**config.mk**
```make
export PLATFORM = sky130hd
export DESIGN_NAME = sram_arbiter
export DESIGN_NICKNAME = d
export VERILOG_FILES = /design/src/rtl/sram_arbiter.sv
export SDC_FILE = /design/constraint.sdc
export NUM_CORES = 1
export LEC_CHECK = 0
export ABC_AREA = 1
export CAP_MARGIN = 15
export CORE_AREA = 2 2 99 101
export CTS_CLUSTER_DIAMETER = 100
export DETAILED_ROUTE_END_ITERATION = 10
export DIE_AREA = 0 0 101 103
export HOLD_SLACK_MARGIN = 0.06
export PLACE_DENSITY = 0.68
export SYNTH_ARGS = -nofsm -noshare
export SYNTH_HDL_FRONTEND = slang
export SYNTH_SLANG_ARGS = --single-unit
```
**constraint.sdc**
```tcl
create_clock -name clk_i -period 2.76 [get_ports clk_i]
set_input_delay 0.552 -clock clk_i [delete_from_list [all_inputs] [get_ports clk_i]]
set_output_delay 0.552 -clock clk_i [all_outputs]
set_load 0.05 [all_outputs]
```
**src/rtl/sram_arbiter.sv**
```systemverilog
// Round-robin arbiter sharing SRAM port 0 between fetch (A) and load/store (B),
// with a fixed-latency response pipeline routing read data or write acks back.
module sram_arbiter #(
    parameter int unsigned DATA_WIDTH = 32,
    parameter int unsigned ADDR_WIDTH = 11,
    parameter int unsigned NUM_WMASKS = 4,
    parameter int unsigned MEMD       = 2048,
    parameter int unsigned READ_LAT   = 1
) (
    input  logic                  clk_i,
    input  logic                  rst_ni,
    input  logic                  a_req_i,
    output logic                  a_gnt_o,
    input  logic                  a_we_i,
    input  logic [ADDR_WIDTH:0]   a_addr_i,
    input  logic [DATA_WIDTH-1:0] a_wdata_i,
    input  logic [NUM_WMASKS-1:0] a_wmask_i,
    output logic                  a_rvalid_o,
    output logic [DATA_WIDTH-1:0] a_rdata_o,
    output logic                  a_err_o,
    input  logic                  b_req_i,
    output logic                  b_gnt_o,
    input  logic                  b_we_i,
    input  logic [ADDR_WIDTH:0]   b_addr_i,
    input  logic [DATA_WIDTH-1:0] b_wdata_i,
    input  logic [NUM_WMASKS-1:0] b_wmask_i,
    output logic                  b_rvalid_o,
    output logic [DATA_WIDTH-1:0] b_rdata_o,
    output logic                  b_err_o,
    output logic                  sram_csb_o,
    output logic                  sram_web_o,
    output logic [NUM_WMASKS-1:0] sram_wmask_o,
    output logic [ADDR_WIDTH-1:0] sram_addr_o,
    output logic [DATA_WIDTH-1:0] sram_din_o,
    input  logic [DATA_WIDTH-1:0] sram_dout_i
);

    localparam int unsigned AW = ADDR_WIDTH + 1;

    typedef struct packed {
        logic valid;
        logic owner_b;
        logic we;
        logic err;
    } tag_t;

    logic                  last_gnt_b_q, last_gnt_b_d;
    logic                  any_gnt;
    logic                  sel_we;
    logic                  in_range;
    logic [AW-1:0]         sel_addr;
    logic [DATA_WIDTH-1:0] sel_wdata;
    logic [NUM_WMASKS-1:0] sel_wmask;
    logic [DATA_WIDTH-1:0] resp_data;
    tag_t                  stage0_d;
    tag_t                  resp;
    tag_t                  pipe_q [READ_LAT];

    // On contention the requester that did not win last time is favoured.
    always_comb begin
        a_gnt_o = rst_ni & a_req_i & (~b_req_i | last_gnt_b_q);
        b_gnt_o = rst_ni & b_req_i & (~a_req_i | ~last_gnt_b_q);
        any_gnt = a_gnt_o | b_gnt_o;
    end

    always_comb begin
        sel_we    = b_gnt_o ? b_we_i    : a_we_i;
        sel_addr  = b_gnt_o ? b_addr_i  : a_addr_i;
        sel_wdata = b_gnt_o ? b_wdata_i : a_wdata_i;
        sel_wmask = b_gnt_o ? b_wmask_i : a_wmask_i;
        in_range  = 32'(sel_addr) < 32'(MEMD);
    end

    // Out-of-range grants still occupy a pipeline slot but never touch the macro.
    always_comb begin
        sram_csb_o   = 1'b1;
        sram_web_o   = 1'b1;
        sram_addr_o  = '0;
        sram_din_o   = '0;
        sram_wmask_o = '0;
        if (any_gnt && in_range) begin
            sram_csb_o   = 1'b0;
            sram_web_o   = ~sel_we;
            sram_addr_o  = sel_addr[ADDR_WIDTH-1:0];
            sram_din_o   = sel_wdata;
            sram_wmask_o = sel_wmask;
        end
    end

    always_comb begin
        last_gnt_b_d     = any_gnt ? b_gnt_o : last_gnt_b_q;
        stage0_d         = '0;
        stage0_d.valid   = any_gnt;
        stage0_d.owner_b = b_gnt_o;
        stage0_d.we      = sel_we;
        stage0_d.err     = any_gnt & ~in_range;
    end

    always_ff @(posedge clk_i or negedge rst_ni) begin
        if (!rst_ni) begin
            last_gnt_b_q <= 1'b1;
        end else begin
            last_gnt_b_q <= last_gnt_b_d;
        end
    end

    always_ff @(posedge clk_i or negedge rst_ni) begin
        if (!rst_ni) begin
            for (int i = 0; i < int'(READ_LAT); i++) begin
                pipe_q[i] <= '0;
            end
        end else begin
            pipe_q[0] <= stage0_d;
            for (int i = 1; i < int'(READ_LAT); i++) begin
                pipe_q[i] <= pipe_q[i-1];
            end
        end
    end

    // The last stage lines up with the cycle the macro presents read data.
    always_comb begin
        resp       = pipe_q[READ_LAT-1];
        resp_data  = (resp.valid && !resp.we && !resp.err) ? sram_dout_i : '0;
        a_rvalid_o = resp.valid & ~resp.owner_b;
        b_rvalid_o = resp.valid & resp.owner_b;
        a_err_o    = a_rvalid_o & resp.err;
        b_err_o    = b_rvalid_o & resp.err;
        a_rdata_o  = a_rvalid_o ? resp_data : '0;
        b_rdata_o  = b_rvalid_o ? resp_data : '0;
    end

endmodule

```
# After elaboration in Yosys (flattened, before gate mapping)
# Index checks and enable logic that the tools add are counted.
[op_classes]
muxes = 12
bitwise = 18
order_cmp = 1
n_reduce_logical = 5
[op_table]
columns = ["operator", "count"]
rows = [
  ["two-way mux 32 bit", 5],
  ["< comparator 12 bit (second input constant)", 1],
  ["two-way mux 12 bit", 1],
  ["two-way mux 11 bit", 1],
  ["AND 1 bit", 9],
  ["two-way mux 4 bit", 2],
  ["inverter 1 bit", 6],
  ["logical AND 1 bit", 3],
  ["two-way mux 1 bit", 3],
  ["bitwise OR 1 bit", 3],
  ["logical NOT 1 bit", 2],
]
[word_totals]
wordCells = 41
out_inout_bits = 119
ff_bits = 5
input_bits = 134

# Longest topological paths before layout
[depth]
depth_word = 7
ltp_mapped = 8
depth_no_buf = 7

# Worst setup path before layout
# Ideal clock, no wire load.
[synth_timing]
path_type = "input to output"
from = "input a_req_i"
to = "output sram_web_o"
n_path_buf = 1
arrival_ns = 2.125
t_required_ns = 2.208
cell_stages = 7
setup_slack_ns = 0.083
cell_sequence = "nand2_2 > buf_4 > inv_1 > nor2_1 > nand2_1 > nand2_1 > nand3_1"
[synth_between]
elab_chain_cells = 7
word_cells_on_any_way = 12
cone_classes = "1 x order compare; 3 x mux; 7 x bitwise; 1 x reduce/logical"
[synth_lines]
columns = ["item", "line", "source"]
rows = [
  ["start: declaration", "12", "input logic a_req_i,"],
  ["inverter 1 bit *", "62", "b_gnt_o = rst_ni & b_req_i & (~a_req_i | ~last_gnt_b_q);"],
  ["bitwise OR 1 bit *", "62", ""],
  ["AND 1 bit *", "62", ""],
  ["named net b_gnt_o", "22", "output logic b_gnt_o,"],
  ["two-way mux 12 bit", "68", "sel_addr = b_gnt_o ? b_addr_i : a_addr_i;"],
  ["< comparator 12 bit", "71", "in_range = 32'(sel_addr) < 32'(MEMD);"],
  ["logical AND 1 bit", "81", "if (any_gnt && in_range) begin"],
  ["two-way mux 1 bit *", "81", ""],
  ["end: declaration", "31", "output logic sram_web_o,"],
]
# Mark *: on every way through the listed nets, which the timed path passes. The rest lies on a longest branch.

# Worst setup path after layout
[layout_timing]
from = "input rst_ni"
to = "output sram_addr_o[0]"
[layout_between]
elab_chain_cells = 6
word_cells_on_any_way = 9
cone_classes = "1 x order compare; 2 x mux; 5 x bitwise; 1 x reduce/logical"
[layout_lines]
columns = ["item", "line", "source"]
rows = [
  ["start: declaration", "11", "input logic rst_ni,"],
  ["AND 1 bit (2 in a row)", "62", ""],
  ["two-way mux 12 bit", "68", ""],
  ["< comparator 12 bit", "71", ""],
  ["logical AND 1 bit", "81", ""],
  ["two-way mux 11 bit *", "81", ""],
  ["end: declaration", "33", "output logic [ADDR_WIDTH-1:0] sram_addr_o,"],
]
# Mark *: on every way between the ends. The rest lies on a longest branch, timed or not.

==> flow_summary.html <==
<table>
<tr><th>Metric</th><th>Value</th></tr>
<tr><th colspan="2">Timing</th></tr>
<tr><td>Minimum period implied by the final worst setup slack</td><td>2.71 ns</td></tr>
<tr><td>Final WS setup</td><td>0.0522 ns</td></tr>
<tr><td>Setup total negative slack</td><td>0 ns</td></tr>
<tr><td>Final Cycle Share</td><td>0.981</td></tr>
<tr><td>Worst hold slack after final layout</td><td>around 0.54 ns</td></tr>
<tr><td>Final Hold Vio Count</td><td>0</td></tr>
<tr><td>Number of pins exceeding their max-slew limit in the final report</td><td>0</td></tr>
<tr><td>Final clock skew</td><td>around 0.0028 ns</td></tr>
<tr><td>Worst Tran Pin Value</td><td>between 0.5 and 0.6 ns</td></tr>
<tr><td>Max Clock Freq</td><td>0.369 GHz</td></tr>
<tr><td>Total setup violations reported at the end of the flow</td><td>0</td></tr>
<tr><td>Tightest slew margin relative to the limit</td><td>0.614</td></tr>
<tr><td>Setup repair after global routing missed its margin</td><td>true</td></tr>
<tr><th colspan="2">Yosys</th></tr>
<tr><td>Most area-consuming cells after synthesis</td><td>sky130_fd_sc_hd__nand2_1, sky130_fd_sc_hd__inv_1, sky130_fd_sc_hd__nor3_1</td></tr>
<tr><td>Flop and latch count out of synthesis</td><td>5</td></tr>
<tr><td>Cell count after synthesis</td><td>404</td></tr>
<tr><td>Share of Yosys cell area claimed by the top area cell type</td><td>0.208</td></tr>
<tr><td>Post-synthesis cell area</td><td>1890 um2</td></tr>
<tr><td>Ys async rst share</td><td>1.00</td></tr>
<tr><td>Syn_area_per_cell</td><td>between 4 and 5 um2</td></tr>
<tr><td>Yosys Warn Count</td><td>0</td></tr>
<tr><td>Most instantiated flip-flop cell in the synthesis netlist</td><td>sky130_fd_sc_hd__dfrtp_1</td></tr>
<tr><td>Number of different library cells in the post-synthesis netlist</td><td>20</td></tr>
<tr><td>Number of nets produced by synthesis</td><td>roughly 540</td></tr>
<tr><td>Post-synth EDFFs</td><td>0</td></tr>
<tr><td>Cell accounting for the most synthesized area</td><td>sky130_fd_sc_hd__nand2_1</td></tr>
<tr><td>Most instantiated library cell after synthesis</td><td>sky130_fd_sc_hd__nand2_1</td></tr>
<tr><td>Proportion of synthesized chip area in sequential cells</td><td>0.0668</td></tr>
<tr><td>Top cells by instance count after synthesis</td><td>sky130_fd_sc_hd__nand2_1, sky130_fd_sc_hd__inv_1, sky130_fd_sc_hd__nor3_1, sky130_fd_sc_hd__nand3_1, sky130_fd_sc_hd__nor2_1</td></tr>
<tr><th colspan="2">Clock network</th></tr>
<tr><td>Bufs on Longest Clock Path</td><td>2</td></tr>
<tr><td>Root buffer cell</td><td>sky130_fd_sc_hd__clkbuf_8</td></tr>
<tr><td>CTS tree</td><td>done</td></tr>
<tr><td>Number of clock sinks seen by CTS</td><td>5</td></tr>
<tr><td>Number of buffers created by CTS</td><td>3</td></tr>
<tr><td>H-Tree Depth</td><td>1</td></tr>
<tr><td>Worst-skew pair later-pin latency</td><td>about 0.22 ns</td></tr>
<tr><td>Hold-fix buffer count after cts</td><td>0</td></tr>
<tr><td>Clock transition at path regs</td><td>around 0.04 ns</td></tr>
<tr><th colspan="2">GRT</th></tr>
<tr><td>Largest net degree at the start of global routing</td><td>65</td></tr>
<tr><td>Number of antenna violations at the first check in global routing</td><td>0</td></tr>
<tr><td>Total GRT Usage</td><td>0.184</td></tr>
<tr><td>Vias in the first global route</td><td>approximately 3200</td></tr>
<tr><td>GRT overflow</td><td>0</td></tr>
<tr><td>Global-route wire length before repair</td><td>~16 mm</td></tr>
<tr><th colspan="2">Floorplan</th></tr>
<tr><td>Placeable core area</td><td>about 9500 um2</td></tr>
<tr><td>Initial cell density of the core</td><td>0.200</td></tr>
<tr><td>Chip height</td><td>roughly 100 um</td></tr>
<tr><td>Standard-cell rows</td><td>36</td></tr>
<tr><td>Die width</td><td>101 um</td></tr>
<tr><td>Die ar.</td><td>between 10000 and 15000 um2</td></tr>
<tr><td>I/O Pins</td><td>253</td></tr>
<tr><th colspan="2">Pwr</th></tr>
<tr><td>Final Power</td><td>~1.2 mW</td></tr>
<tr><td>Internal Pwr Total</td><td>roughly 0.66 mW</td></tr>
<tr><td>Power per unit of standard cell area</td><td>about 210 nW/um2</td></tr>
<tr><td>Switch share</td><td>0.461</td></tr>
<tr><td>Clk pwr share</td><td>0.110</td></tr>
<tr><td>Reg power frac</td><td>0.069</td></tr>
<tr><td>Net Sw Power</td><td>between 0.5 and 0.6 mW</td></tr>
<tr><td>Combinational cell fraction of total power</td><td>0.822</td></tr>
<tr><td>LEAKAGE</td><td>2.70 nW</td></tr>
<tr><td>Worst supply voltage drop on vdd</td><td>between 0.1 and 0.15 mV</td></tr>
<tr><th colspan="2">Finish</th></tr>
<tr><td>Layout overhead on the synthesized area</td><td>205%</td></tr>
<tr><td>Final layout net count</td><td>779</td></tr>
<tr><td># fillers</td><td>a little over 800</td></tr>
<tr><td>Fraction of layout cells with a size suffix above 1</td><td>0.278</td></tr>
<tr><td>Inserted Diodes</td><td>0</td></tr>
<tr><td>Core occupancy in the finished layout</td><td>0.610</td></tr>
<tr><th colspan="2">Routing</th></tr>
<tr><td>Vias post-DR</td><td>between 3000 and 4000</td></tr>
<tr><td>Number of iterations in the first detailed-routing pass</td><td>4</td></tr>
<tr><td>DRC Markers</td><td>0</td></tr>
<tr><td>Number of antenna-violating nets in the routed design</td><td>0</td></tr>
<tr><td>Wirelength, routed</td><td>about 10 mm</td></tr>
<tr><td>Violation count after the first detailed-route iteration</td><td>82</td></tr>
<tr><td>Detail-routed net length per standard cell</td><td>between 10 and 15 um</td></tr>
<tr><td>Detail-routed via count per cell</td><td>approximately 4.4</td></tr>
<tr><th colspan="2">Critical path</th></tr>
<tr><td>CP top delay family</td><td>buffers and inverters</td></tr>
<tr><td>Data required time of the critical path</td><td>2.21 ns</td></tr>
<tr><td>Critical Path Source Type</td><td>input pin</td></tr>
<tr><td>Crit end category</td><td>output pin</td></tr>
<tr><td>Arrival time at the worst endpoint</td><td>between 2 and 2.5 ns</td></tr>
<tr><td>Critical Path Slowest Stage Cell</td><td>sky130_fd_sc_hd__clkdlybuf4s50_1</td></tr>
<tr><td>Crit-path max FO</td><td>32</td></tr>
<tr><td>Crit path cell chain</td><td>clkdlybuf4s50_1 -&gt; nand2_1 -&gt; inv_2 -&gt; nand2_2 -&gt; nand2_1 -&gt; nand3_2 -&gt; buf_12 -&gt; nor2_1 -&gt; buf_12</td></tr>
<tr><td>Maximum cell stage delay along the critical path</td><td>about 0.5 ns</td></tr>
<tr><td>Critical setup path kind</td><td>in2out</td></tr>
<tr><td>Worst path bufs/invs</td><td>4</td></tr>
<tr><th colspan="2">Min path</th></tr>
<tr><td>Class of the most critical hold timing path</td><td>reg2reg</td></tr>
<tr><th colspan="2">Placed design</th></tr>
<tr><td>Worst Setup Slack post-DPL</td><td>0.0274 ns</td></tr>
<tr><td>Placed wire-length estimate after detailed placement</td><td>roughly 8.7 mm</td></tr>
<tr><td>Weighted congestion at the end of routability-driven global placement</td><td>~0.88</td></tr>
<tr><td>I/O Buffers</td><td>around 250</td></tr>
<tr><th colspan="2">Outcome</th></tr>
<tr><td>Outcome</td><td>finished clean</td></tr>
<tr><th colspan="2">Run</th></tr>
<tr><td>Reported max-cap violation count</td><td>0</td></tr>
</table>
## power by group through the flow
| stage | Combinational [mW] | Sequential (mW) | Clock, mW |
|---|---|---|---|
| 5_1_grt | 1.08 | 0.0859 | 0.144 |
| 2_1_floorplan | 0.475 | 0.0846 | 0 |
| 3_5_place_dp | 1.01 | 0.0856 | 0 |
| 3_3_place_gp | 0.994 | 0.0853 | 0 |
| 4_1_cts | 1.01 | 0.0850 | 0.139 |
| 6_report | 1.01 | 0.0849 | 0.135 |
## final timing paths
| check | startpoint | endpoint | slack, ns | cells after the start |
|---|---|---|---|---|
| max | rst_ni | sram_addr_o[0] | 0.05 | 9 |
| min | last_gnt_b_q | last_gnt_b_q | 0.54 | 2 |
| max reg2reg | last_gnt_b_q | pipe_q[0] | 1.49 | 6 |
| min reg2reg | last_gnt_b_q | last_gnt_b_q | 0.54 | 2 |
| max in group asynchronous | rst_ni | last_gnt_b_q | 1.91 | 2 |
| min in group asynchronous | rst_ni | pipe_q[2] | 0.65 | 2 |
## kinds of logic (layout without fill, tap and decap cells)
kind of cell,after synthesis,after routing,share of synthesized area
AO/OA/AOI/OAI,2,2,0.00529
buffers and inverters,122,362,0.273
AND/OR/NAND/NOR,275,275,0.655
flip-flops,5,5,0.0668
## area by class of cell
cell class                 count  area (um2)  area share
timing repair buffer         269        3820       0.663
multi-input combinational    277        1290       0.224
inverter                      89         334      0.0579
tap                          114         143      0.0247
sequential                     5         126      0.0219
clock buffer                   4        45.0     0.00781
## metal layers
metal / routed length [um] / up-vias / part of all wire / global-route usage
li1: - / 1689 / - / -
met1: 3760 / 1473 / 0.37 / 0.211
met2: 5430 / 163 / 0.53 / 0.341
met3: 760 / 18 / 0.074 / 0.0298
met4: 279 / 0 / 0.027 / 0.0728
met5: 0 / - / 0 / 0
## cell usage in the layout (no fill, tap or decap), drive strengths merged
master	Yosys	final
clkdlybuf4s50	0	136
buf	22	133
nand2	107	107
inv	89	89
nor3	64	64
nor2	52	52
nand3	51	51
dfrtp	4	4
clkbuf	11	4
a21oi	1	1
or2	1	1
o21ai	1	1
dfstp	1	1
## metrics by stage
stage / area, um2 / cells
global placement: 5680 / 754
CTS: 5720 / 758
detailed placement: 5680 / 754
global route: 5770 / 758
finish: 5770 / 758
floorplan: 1890 / 404
## worst reg2reg max path, delay by kind of cell, from the launching register on
kind / cells / cell delay, ns
DFF: 1 / 0.54
and+or+nand+nor: 5 / 0.42
buffers and inverters: 1 / 0.20
## registers in the layout, indices dropped and copies added, names as in the netlist
name	count
last_gnt_b_q	1
pipe_q	4
## timing repair
item	CTS	global route
endpoints found under the setup margin	0	17
setup buffers	0	0
gates resized for setup	0	17
(Power assumes the default switching activity.)
